## config.mk

```make
export PLATFORM = sky130hd
export DESIGN_NAME = mult_shift_add_datapath
export DESIGN_NICKNAME = d
export VERILOG_FILES = /design/src/rtl/mult_pkg.sv /design/src/rtl/mult_add_shift_step.sv /design/src/rtl/mult_shift_add_datapath.sv
export SDC_FILE = /design/constraint.sdc
export NUM_CORES = 1
export LEC_CHECK = 0
export ABC_CLOCK_PERIOD_IN_PS = 7500
export CAP_MARGIN = 20
export CORE_UTILIZATION = 25
export DETAILED_ROUTE_END_ITERATION = 7
export PLACE_DENSITY = 0.45
export RECOVER_POWER = 50
export SYNTH_ARGS = -nofsm -noshare
export SYNTH_HDL_FRONTEND = slang
export SYNTH_SLANG_ARGS = --single-unit
```

## constraint.sdc

```tcl
create_clock -name clk -period 7.5 [get_ports clk]
set_input_delay 1.5 -clock clk [delete_from_list [all_inputs] [get_ports clk]]
set_output_delay 1.5 -clock clk [all_outputs]
set_load 0.02 [all_outputs]
```

## src/rtl/mult_pkg.sv

```systemverilog
// mult_pkg: shared constants and state encoding for the shift-add multiplier datapath
package mult_pkg;
    localparam int WIDTH_DEF = 32;
    localparam int CNT_W_DEF = $clog2(WIDTH_DEF + 1);
    typedef enum logic [1:0] {IDLE, RUN, HOLD} state_t;
endpackage

```

## src/rtl/mult_add_shift_step.sv

```systemverilog
// mult_add_shift_step: one combinational add-and-shift step of an unsigned shift-add multiply
//   prod_i  : current {accumulator, remaining multiplier bits}
//   mcand   : multiplicand
//   prod_o  : next product value
module mult_add_shift_step #(
    parameter int WIDTH = 32
) (
    input  logic [2*WIDTH-1:0] prod_i,
    input  logic [WIDTH-1:0]   mcand,
    output logic [2*WIDTH-1:0] prod_o
);
    logic [WIDTH:0] sum;
    always_comb begin
        sum    = {1'b0, prod_i[2*WIDTH-1:WIDTH]} + (prod_i[0] ? {1'b0, mcand} : '0);
        // the carry lands in the MSB as the whole product shifts right by one
        prod_o = {sum, prod_i[WIDTH-1:1]};
    end
endmodule

```

## src/rtl/mult_shift_add_datapath.sv

```systemverilog
// mult_shift_add_datapath: sequential unsigned shift-add multiplier datapath with valid/ready in and out
//   clk, rst                 : clock, synchronous active-high reset
//   in_valid/in_ready        : operand handshake (multiplicand, multiplier)
//   step_en                  : perform one add-shift step while running
//   busy, steps_done         : run status and completed step count
//   out_valid/out_ready      : product handshake, product held stable while out_valid
module mult_shift_add_datapath
    import mult_pkg::*;
#(
    parameter int WIDTH = WIDTH_DEF,
    parameter int CNT_W = $clog2(WIDTH + 1)
) (
    input  logic               clk,
    input  logic               rst,
    input  logic               in_valid,
    output logic               in_ready,
    input  logic [WIDTH-1:0]   multiplicand,
    input  logic [WIDTH-1:0]   multiplier,
    input  logic               step_en,
    output logic               busy,
    output logic [CNT_W-1:0]   steps_done,
    output logic               out_valid,
    input  logic               out_ready,
    output logic [2*WIDTH-1:0] product
);
    state_t               state_q, state_d;
    logic [2*WIDTH-1:0]   product_q, product_d, step_prod;
    logic [WIDTH-1:0]     mcand_q, mcand_d;
    logic [CNT_W-1:0]     steps_q, steps_d;

    mult_add_shift_step #(.WIDTH(WIDTH)) u_step (
        .prod_i (product_q),
        .mcand  (mcand_q),
        .prod_o (step_prod)
    );

    always_comb begin
        state_d   = state_q;
        product_d = product_q;
        mcand_d   = mcand_q;
        steps_d   = steps_q;
        case (state_q)
            IDLE: if (in_valid) begin
                mcand_d   = multiplicand;
                product_d = {{WIDTH{1'b0}}, multiplier};
                steps_d   = '0;
                state_d   = RUN;
            end
            RUN: if (step_en) begin
                product_d = step_prod;
                steps_d   = steps_q + CNT_W'(1);
                state_d   = (steps_q == CNT_W'(WIDTH - 1)) ? HOLD : RUN;
            end
            HOLD: state_d = out_ready ? IDLE : HOLD;
            default: state_d = IDLE;
        endcase
    end

    always_ff @(posedge clk) begin
        if (rst) begin
            state_q   <= IDLE;
            product_q <= '0;
            mcand_q   <= '0;
            steps_q   <= '0;
        end else begin
            state_q   <= state_d;
            product_q <= product_d;
            mcand_q   <= mcand_d;
            steps_q   <= steps_d;
        end
    end

    assign in_ready   = (state_q == IDLE) && !rst;
    assign busy       = (state_q == RUN);
    assign out_valid  = (state_q == HOLD);
    assign steps_done = steps_q;
    assign product    = product_q;
endmodule

```

# Yosys cells after proc, flatten, opt, wreduce, memory -nomap -nowiden
# Cells that the tools add are included.
# classes
n_addsub	2
eq_ne	5
n_mux	12
n_reduce_logical	7
# op_table
op	n
64-bit two-way mux	2
64-bit one-hot mux with 2 select lines	1
32-bit by 33-bit adder with 33-bit output	1
32-bit two-way mux	1
6-bit two-way mux	2
6-bit one-hot mux with 2 select lines	1
2-bit two-way mux	4
6-bit by 1-bit adder with 6-bit output (second input constant)	1
6-bit by 5-bit equality test with 1-bit output (second input constant)	1
2-bit one-hot mux with 3 select lines	1
2-bit inequality test (second input constant)	2
2-bit AND reduction	2
3-bit AND reduction	1
2-bit by 1-bit equality test with 1-bit output (second input constant)	1
2-bit equality test (second input constant)	1
2-bit zero test	1
2-bit nonzero test	1
1-bit logical AND	1
1-bit zero test	1
# word_totals
register_bits	104
output_inout_bits	73
elab_cells	30

# Logic depth before layout (Yosys ltp)
# depth
word_depth	4
depth_mapped	12
depth_no_buf	11

# By module
# Synthesis repeated with hierarchy kept, for this count alone.
# unflattened
cells_unflattened	837
area_unflattened_um2	7024.2
# by_module_without_submodules
module	instances	cells_per_inst	area_per_inst_um2	seq_area_each_um2
mult_shift_add_datapath	1	484	4595.7	2082.0
mult_add_shift_step	1	353	2428.6	0.0

# Least setup slack after synthesis
# OpenSTA, ideal clock, no wires.
# synth_path
path_kind	input-to-output
from	in rst
to	out in_ready
arrival_ns	2.331
required_ns	6.000
setup_slack_ns	3.669
path_stages	3
n_path_buf	2
path_cell_list	clkbuf_1 -> clkbuf_1 -> nor3_1
# synth_via
elab_chain_len	2
# synth_rtl
item	line	source
from (decl)	mult_shift_add_datapath.sv:14	input logic rst,
1-bit zero test	mult_shift_add_datapath.sv:73	assign in_ready = (state_q == IDLE) && !rst;
1-bit logical AND	mult_shift_add_datapath.sv:73	
to (decl)	mult_shift_add_datapath.sv:16	output logic in_ready,
# Every way passes these cells.

# Final worst setup path
# layout_path
from	in in_valid
to	reg product_q[61] (netlist: product[61])
# layout_via
elab_chain_len	2
# layout_rtl
item	line	source
from (decl)	mult_shift_add_datapath.sv:15	input logic in_valid,
2-bit inequality test (no line)	n/a	
3-bit AND reduction (no line)	n/a	
to (signal assigned)	mult_shift_add_datapath.sv:67	product_q <= product_d;
to (decl)	mult_shift_add_datapath.sv:27	logic [2*WIDTH-1:0] product_q, product_d, step_prod;
# Every way passes these cells.
# A chain may end at the register's enable or synchronous reset.

==> out/metrics.cfg <==
[clocking]
clkLatencyLatePin_ns=0.36
clk_path_buf_depth=2
clk_pin_slew_worst_paths_ns=0.07
numCtsBuffers=9
clock-sinks=104
cts_root_buffer=clkbuf_16
cts_hold_buf=0
cts_tree=done
cts_setup_buffers=0
cts_resized=0
cts.htree.levels=3

[critical_path]
crit_fanout=35
worstSetupPathType=input port to flop
r2r_slack_ns=4.26
critPathRequiredTime_ns=7.79
reg2reg_from=product[0]
r2r_end=product[57]
worstSetupEndpointType=flop
r2r_cells=11
start_kind=input port
cp_slowest_cell=or3b_1
max_stage_delay_ns=1.09
cp.arrival_ns=4.36
path_cells=dlygate4sd3_1, or3b_1, nand2_2, nor2_1, buf_4, a221oi_1, a21oi_1
worstSetupStartpoint=in_valid

[die]
rows=55
die_y_um=154.4
fp.coreArea_um2=22710
die_area_um2=23830
start_util_pct=25.55
io_pins=142
die_x_um=154.4

[finish]
nets=958
final_util_pct=34.02
num_antenna_cells=0
layout-drive-gt1-share_pct=4.075
area_delta_synth_final_pct=33.12

[status]
status=completed

[drt]
routed_wl_um=17650
vias=5552
drtPass1Iterations=4
ant_nets=0
wire_per_inst_um=15.42
drc_errors=0
drt_iter0_markers=242
viasPerCell=4.853

[global_route]
use_met1_pct=18.90
met3_usage_pct=5.940
antenna_found_initial=0
grt-busiest-layer=met2
grt_max_degree=65
grt_pass1_wl_um=28640
grt_overflow=0
track_usage_pct=15.04
grt_pass1_vias=5478
grtUsageMet2_pct=24.35

[worst_hold_path]
hold_end=mcand_q[30]
worst_hold_path.num_cells=2
min_from=mcand_q[30]
min_path_type=flop to flop

[logic_synthesis]
yosysMostFrequentCell=nand2_1
synth.distinct_cells=61
ys_seq_elements=104
synth_top_family_by_area=compound AO/OA/AOI/OAI gates
syn-instance-count=748
synth_area_leader_cell=dfxtp_1
synth_compound_area_share_pct=25.20
synth_top_area_share_pct=35.88
synth-edff-count=0
synthMuxAreaShare_pct=0.8624
synth_area_leaders=dfxtp_1 (36%), nand2_1 (9.4%), a21oi_1 (9.1%)
synthTopCellsByCount=nand2_1 (145), a21oi_1 (105), dfxtp_1 (104), nor2_1 (42), o21ai_0 (38)
ys_warn_count=0
synth_top_flop_cell=dfxtp_1
synth_xor_area_share_pct=4.226
syn-cell-area_um2=5803
synth_area_per_cell_um2=7.758
syn-num-nets=851
synth-seq-area-share_pct=35.88
async_flop_share_pct=0
synth_fa_ha_area_share_pct=7.460
yosys.area_share.simple_pct=22.19

[pwr]
ir_drop_uv=119.7
power_density_nw_per_um2=166.8
p_leak_uw=0.003053

[sta]
slew_viol_final=0
setup_violations=0
final.period_utilization_pct=54.28
slew_headroom_pct=8.824
clock_skew_ns=0.01784
tightest_slew_ns=1.368
finalSetupTns_ns=0
hold_violations=0
clock.fmax_mhz=245.7
grt_setup_unrepaired=false
period_minus_slack_ns=4.071

[run]
cap_violations=0

[placement]
place_hpwl_um=12470
io_buffers=141
place.gp.congestion=0.8126

## metal layers
layer,vias to the layer above,routed length (um)
li1,2867,-
met1,2558,8426
met5,-,0
met2,116,7728
met3,11,1347
met4,0,142
## where the power goes
| part | internal, uW | switching (uW) | leakage, uW | total, uW |
|---|---|---|---|---|
| sequential | 575 | 16.5 | 0.000849 | 591 |
| combinational | 75.2 | 92.7 | 0.00204 | 168 |
| clock | 304 | 224 | 0.000161 | 529 |
| total | 955 | 334 | 0.00305 | 1290 |
## cell families after synthesis
logic type / Yosys count
AOI/OAI and AO/OA: 238
and+or+nand+nor: 282
buffers and inverters: 57
xor gates and xnor gates: 28
adders and majority gates: 34
muxes: 5
DFF: 104
## flip-flops by register name, summed over array words and instances (netlist names)
register    cells
product        64
mcand_q        32
steps_done      6
state_q         2
## layout make-up
| class | count | area [um^2] |
|---|---|---|
| Multi-Input combinational cell | 587 | 3490 |
| Clock inverter | 5 | 88.84 |
| Tap cell | 285 | 356.6 |
| Clock buffer | 10 | 239.0 |
| Sequential cell | 104 | 2082 |
| Inverter | 8 | 30.03 |
| Timing Repair Buffer | 145 | 1439 |
| Fill cell | 2444 | 14980 |
## layout by cell type (no fill, tap or decap), drive strengths merged, types with 16 or more instances in the layout
master         Yosys  layout
and2              34      34
a21oi            105     105
nor3              16      16
nand2            146     146
dfxtp            104     104
o21ai             43      43
dlygate4sd3        0      57
a22oi             37      37
ha                33      33
clkdlybuf4s50      0      83
nor2              43      43
xor2              18      18
## per-stage QoR
stage,power [uW],setup slack [ns],cells,instance area (um^2),hold WS (ns)
2_1_floorplan,691.2,3.669,748,5803,0.4317
3_3_place_gp,779.4,3.429,1129,7397,0.4403
3_5_place_dp,779.5,3.413,1129,7397,0.4444
4_1_cts,1318,3.481,1144,7725,0.4555
5_1_grt,1353,3.174,1144,7725,0.4736
6_report,1288,3.429,1144,7725,0.4513
## worst max-delay path by stage
stage	end	cells after the start
finish	product[61]	7
global route	product[61]	7
CTS	in_ready	3
detailed placement	product[59]	7
global placement	product[59]	7
floorplan	in_ready	3
## worst max-delay path: cells and delay by family
family          cells  cell delay, ns
simple gates        3            1.72
compound gates      2            0.27
buf+inv             2            0.85
Power figures use the tool's default switching activity.
